[config.mk]
export PLATFORM = sky130hd
export DESIGN_NAME = led_counter_ctrl
export DESIGN_NICKNAME = d
export VERILOG_FILES = /design/src/rtl/ledcnt_pkg.sv /design/src/rtl/btn_debounce.sv /design/src/rtl/led_counter_ctrl.sv
export SDC_FILE = /design/constraint.sdc
export NUM_CORES = 1
export LEC_CHECK = 0
export ABC_CLOCK_PERIOD_IN_PS = 4650
export CORE_ASPECT_RATIO = 1.2
export CORE_MARGIN = 2
export CORE_UTILIZATION = 52
export CTS_CLUSTER_DIAMETER = 150
export CTS_CLUSTER_SIZE = 24
export DETAILED_ROUTE_END_ITERATION = 16
export PLACE_DENSITY = 0.68
export SYNTH_ARGS = -nofsm -noshare
export SYNTH_HDL_FRONTEND = slang
export SYNTH_SLANG_ARGS = --single-unit
[constraint.sdc]
create_clock -name clk -period 4.65 [get_ports clk]
set_input_delay 1.1625 -clock clk [delete_from_list [all_inputs] [get_ports clk]]
set_output_delay 1.1625 -clock clk [all_outputs]
set_load 0.05 [all_outputs]
[src/rtl/ledcnt_pkg.sv]
// Shared definitions for the LED step counter: counting-mode encodings,
// debouncer level states and the prescaler width helper.
package ledcnt_pkg;

    // Counting mode as seen on the mode input
    typedef enum logic {
        MODE_WRAP   = 1'b0,
        MODE_BOUNCE = 1'b1
    } mode_e;

    // Debounced button level
    typedef enum logic {
        BTN_RELEASED = 1'b0,
        BTN_PRESSED  = 1'b1
    } btn_state_e;

    // Bits needed to hold every prescaler count up to the slowest period
    // (BASE_DIV << (NUM_SPEEDS-1)) - 1; never returns less than 1.
    function automatic int presc_width(input longint base_div, input int num_speeds);
        longint top;
        int     w;
        top = base_div << (num_speeds - 1);
        w   = 1;
        while ((longint'(1) << w) < top) begin
            w++;
        end
        return w;
    endfunction

endpackage

[src/rtl/btn_debounce.sv]
// Push-button conditioner: two-flop synchroniser, stability counter that
// accepts a new level only after DEB_CYCLES identical samples, and a
// one-cycle pulse on every accepted released->pressed transition.
module btn_debounce
    import ledcnt_pkg::*;
#(
    parameter int DEB_CYCLES = 2**20
) (
    input  logic clk,
    input  logic reset,
    input  logic btn_raw,
    output logic press_pulse
);

    localparam int CW = $clog2(DEB_CYCLES);

    logic          sync_a;
    logic          sync_b;
    btn_state_e    sample;
    btn_state_e    state;
    logic [CW-1:0] stable_cnt;

    // Synchronised raw level expressed as a button state
    always_comb begin
        sample = sync_b ? BTN_PRESSED : BTN_RELEASED;
    end

    // Bring the asynchronous button into the clock domain
    // NOTE: clocked state uses non-blocking (<=) so every flop samples pre-edge values; blocking here would collapse the two stages into one.
    always_ff @(posedge clk or posedge reset) begin
        if (reset) begin
            sync_a <= 1'b0;
            sync_b <= 1'b0;
        end else begin
            sync_a <= btn_raw;
            sync_b <= sync_a;
        end
    end

    // Accept a new level after DEB_CYCLES consecutive differing samples; pulse on press
    always_ff @(posedge clk or posedge reset) begin
        if (reset) begin
            state       <= BTN_RELEASED;
            stable_cnt  <= '0;
            press_pulse <= 1'b0;
        end else begin
            press_pulse <= 1'b0;
            if (sample != state) begin
                if (stable_cnt == CW'(DEB_CYCLES - 1)) begin
                    state       <= sample;
                    stable_cnt  <= '0;
                    press_pulse <= (sample == BTN_PRESSED);
                end else begin
                    stable_cnt <= stable_cnt + 1'b1;
                end
            end else begin
                stable_cnt <= '0;
            end
        end
    end

endmodule

[src/rtl/led_counter_ctrl.sv]
// LED step counter: prescaler with run-time speed select and pause, debounced
// direction-toggle button, wrap or bounce counting.
// Optional feature: define LEDCNT_LOAD_EN to add the load / load_val ports
// (synchronous parallel load that also restarts the prescaler).
module led_counter_ctrl
    import ledcnt_pkg::*;
#(
    parameter  int WIDTH      = 8,
    parameter  int NUM_SPEEDS = 4,
    parameter  int BASE_DIV   = 2**22,
    parameter  int DEB_CYCLES = 2**20,
    localparam int SW_W       = $clog2(NUM_SPEEDS)
) (
    input  logic             clk,
    input  logic             reset,
    input  logic [SW_W-1:0]  SW,
    input  logic             En,
    input  logic             UD,
    input  logic             mode,
`ifdef LEDCNT_LOAD_EN
    input  logic             load,
    input  logic [WIDTH-1:0] load_val,
`endif
    output logic [WIDTH-1:0] LED,
    output logic             dir_up,
    output logic             step
);

    localparam int               PW      = presc_width(BASE_DIV, NUM_SPEEDS);
    localparam logic [WIDTH-1:0] LED_MAX = '1;

    logic [PW-1:0]    presc;
    logic [PW-1:0]    term;
    logic [SW_W-1:0]  sw_q;
    logic             sched;
    logic             tg;
    logic             dir_eff;
    logic             load_now;
    logic [WIDTH-1:0] load_value;

`ifdef LEDCNT_LOAD_EN
    assign load_now   = load;
    assign load_value = load_val;
`else
    assign load_now   = 1'b0;
    assign load_value = '0;
`endif

    btn_debounce #(
        .DEB_CYCLES (DEB_CYCLES)
    ) u_btn (
        .clk         (clk),
        .reset       (reset),
        .btn_raw     (UD),
        .press_pulse (tg)
    );

    // Terminal count for the selected speed and the toggled direction
    always_comb begin
        term    = (PW'(BASE_DIV) << SW) - PW'(1);
        dir_eff = dir_up ^ tg;
    end

    // Prescaler: frozen while paused, restarted by a speed change or a load
    always_ff @(posedge clk or posedge reset) begin
        if (reset) begin
            presc <= '0;
            sw_q  <= '0;
            sched <= 1'b0;
        end else begin
            sw_q <= SW;
            if (load_now || (SW != sw_q)) begin
                presc <= '0;
                sched <= 1'b0;
            end else if (En) begin
                // A pending step is always consumed in this same cycle when En=1,
                // so sched simply mirrors the terminal count.
                sched <= (presc == term);
                presc <= (presc == term) ? '0 : presc + 1'b1;
            end
        end
    end

    // Counter and direction: apply toggle every cycle, step on a scheduled step
    always_ff @(posedge clk or posedge reset) begin
        if (reset) begin
            LED    <= '0;
            dir_up <= 1'b1;
            step   <= 1'b0;
        end else begin
            step   <= 1'b0;
            dir_up <= dir_eff;
            if (load_now) begin
                LED <= load_value;
            end else if (sched && En) begin
                step <= 1'b1;
                if (mode == MODE_BOUNCE && dir_eff && LED == LED_MAX) begin
                    LED    <= LED_MAX - 1'b1;
                    dir_up <= 1'b0;
                end else if (mode == MODE_BOUNCE && !dir_eff && LED == '0) begin
                    LED    <= WIDTH'(1);
                    dir_up <= 1'b1;
                end else begin
                    LED <= dir_eff ? LED + 1'b1 : LED - 1'b1;
                end
            end
        end
    end

endmodule

==> results.sh <==
export IMPL_maximum_frequency_from_static_timing_analysis_mhz=307.2
export IMPL_place_congestion=0.7993
export IMPL_n_antenna_cell=0
export IMPL_ff2ff_path_depth=9
export IMPL_ir_drop_mv=0.1749
export IMPL_nNetsFinal=372
export IMPL_port_buffers=16
export IMPL_leading_cell_type_in_the_layout_fill_and_taps_excluded="dfrtp_1"
export IMPL_tritoncts="yes"
export IMPL_cts_resized_gates=0
export IMPL_worstHoldPathType="flop to flop"
export IMPL_synth_edff_count=0
export IMPL_detail_route_wl_per_cell_um=13.16
export IMPL_flops_latches_synth=62
export IMPL_dpl_cell_count=431
export IMPL_crit_path_start="SW[0]"
export IMPL_num_vias=2402
export IMPL_timing_critical_path_to="presc[12]"
export IMPL_starting_density=0.5393
export IMPL_path_class="input pin to flop"
export IMPL_dp_slack_ns=1.020
export IMPL_num_rows=31
export IMPL_floorplan_die_area_mm2=0.006927
export IMPL_maxCapViolCount=0
export IMPL_drt_iter0_drc=116
export IMPL_die_width_um=76.32
export IMPL_top_level_ports=17
export IMPL_clkSlewWorstSetupHoldPaths_ns=0.07
export IMPL_yosysTopAreaCell="dfrtp_1"
export IMPL_worst_slack_ns=1.395
export IMPL_post_synth_main_area_contributors="dfrtp_1 (47%), xor2_1 (8.1%), nor2_1 (6.1%), xnor2_1 (4.6%), nand2_1 (4.4%)"
export IMPL_grt_overflow=0
export IMPL_sequential_area_share_after_synthesis=0.4758
export IMPL_tightestPinTransition_ns=0.8260
export IMPL_cts_htree_levels=3
export IMPL_regToRegStartpoint="dir_up"
export IMPL_met3_wirelength_um=163
export IMPL_cts_root_to_sink_buffers=2
export IMPL_dpl_hpwl_um=4035
export IMPL_leakage_power_figure_nw=1.565
export IMPL_topRoutingLayerUsed="met4"
export IMPL_clkSinkCount=62
export IMPL_grt_first_pass_wirelength_um=10500
export IMPL_core_mm2=0.006051
export IMPL_critical_path_endpoint_type="flop"
export IMPL_rsz0062_at_grt="no"
export IMPL_met2RoutedLength_um=2816
export IMPL_clock_skew_final_ns=0.007516
export IMPL_drv_slew=0
export IMPL_timing_rr_end="LED[7]"
export IMPL_synth_top_area_share=0.4678
export IMPL_synth_net_count=355
export IMPL_ant_nets=0
export IMPL_pwr_density_cell_mw_per_mm2=299.3
export IMPL_numCtsBuffers=9
export IMPL_drt_drc_violations_left=0
export IMPL_grt_max_degree=38
export IMPL_chipHeight_um=90.78
export IMPL_timing_slew_headroom=0.4478
export IMPL_yosys_warnings=0
export IMPL_yosys_most_used_dff="dfrtp_1"
export IMPL_worst_hold_slack_ns=0.3768
export IMPL_totalNegativeSetupSlack_ns=0
export IMPL_mappedNetlistArea_mm2=0.003263
export IMPL_status="finished clean"
export IMPL_syn_instance_count=343
export IMPL_timing_critical_path_arrival_ns=3.45
export IMPL_hold_viol=0
export IMPL_grt_usage=0.1887
export IMPL_setup_reg_to_reg_worst_slack_ns=2.18
export IMPL_critical_path_peak_fanout=21
export IMPL_worst_endpoint_required_ns=4.84
export IMPL_period_needed_ns=3.255
export IMPL_drt_vias_per_instance=5.374
export IMPL_dr_pass1_iters=4
export IMPL_worst_skew_late_latency_ns=0.34
export IMPL_worst_hold_startpoint="u_btn.sync_a"
export IMPL_drive_gt1_frac=0.08767
export IMPL_post_cts_setup_buffer_count=0
export IMPL_cts_hold_fix_buffers=0
export IMPL_startpoint_type="input pin"
export IMPL_synthDistinctLibCells=51
export IMPL_final_setup_viol_count=0
export IMPL_min_period_over_period=0.7001
export IMPL_finalWirelength_um=5881
export IMPL_flow_area_growth_from_synthesis_pct=12.92
export IMPL_ctsRootBufferMaster="clkbuf_8"
export IMPL_wl_met1_um=2779
export IMPL_vias_in_the_first_global_route=2341
export IMPL_final_cell_mix="dfrtp_1 (61), nor2_1 (53), nand2_1 (38)"
export IMPL_number_of_antenna_violations_at_the_first_check_in_global_routing=0
export IMPL_final_instance_count_excl_fill=447
export IMPL_synthArstFlopShare=1.000
export IMPL_post_synth_cell_area_avg_um2=9.513
critical path: stages:
cell             delay [ns]
clkdlybuf4s50_1        0.49
or2_1                  0.24
a2111oi_0              0.47
o2111a_1               0.29
nand2_1                0.07
nand3_1                0.58
o21ai_1                0.15
layout make-up:
cell class | instances | area (um^2)
sequential | 62 | 1553
inverter | 8 | 30.03
clock inverter | 6 | 86.33
fill | 547 | 2366
clock buffer | 10 | 127.6
tap | 82 | 102.6
multi-input combinational | 261 | 1610
timing repair buffer | 18 | 175.2
metrics by stage:
stage	instance area [um^2]	total power, mW	util
floorplan	3263	0.5913	-
global placement	3471	0.6047	0.5736
detailed placement	3471	0.6054	0.5736
CTS	3685	1.118	0.6090
global route	3685	1.149	0.6090
finish	3685	1.103	0.6090
flip-flops by register name, summed over array words and instances, names as in the netlist:
signal and flops:
dir_up 1, LED 8, u_btn.sync_b 1, u_btn.press_pulse 1, u_btn.stable_cnt 20, u_btn.state 1
presc 25, u_btn.sync_a 1, sched 1, step 1, sw_q 2
power breakdown:
group,internal [mW],switching (mW)
combinational,0.0128,0.0314
clock,0.301,0.208
sequential,0.545,0.00470
total,0.859,0.244
how the worst min path moves through the flow:
| stage | endpoint | slack (ns) | depth (start not counted) |
|---|---|---|---|
| after floorplan | u_btn.sync_b | 0.33 | 0 |
| after global placement | u_btn.sync_b | 0.35 | 0 |
| after detailed placement | u_btn.sync_b | 0.37 | 0 |
| after CTS | u_btn.sync_b | 0.38 | 0 |
| after global routing | u_btn.sync_b | 0.39 | 0 |
| final | u_btn.sync_b | 0.38 | 0 |
metal layers:
layer,global-route usage,vias to the layer above
met3,0.03700,11
li1,-,1208
met4,0.09394,0
met5,0,-
met2,0.2950,32
met1,0.2512,1151
synthesized netlist by cell type, types with 2 or more instances:
cell,count
and4_1,4
dfrtp_1,61
ha_1,5
buf_6,2
buf_2,5
nand2_1,38
nor3_1,4
nand4_1,12
xnor2_1,17
nor2_1,53
nor4b_1,2
or2_1,2
o2bb2ai_1,2
o21ai_0,9
nor3b_1,2
nand3_1,26
or3_1,2
inv_1,7
xor2_1,30
nor2b_1,3
clkbuf_1,4
o21ai_1,2
a21oi_1,13
and3_1,11
kinds of logic after synthesis:
group | synth area share
fa+ha+maj | 0.02262
xor+xnor | 0.1311
compound gates | 0.07823
mux | 0.009969
simple gates | 0.2515
buf+inv | 0.03067
flops | 0.4758
Note: power is estimated with default switching activity, not from simulation.
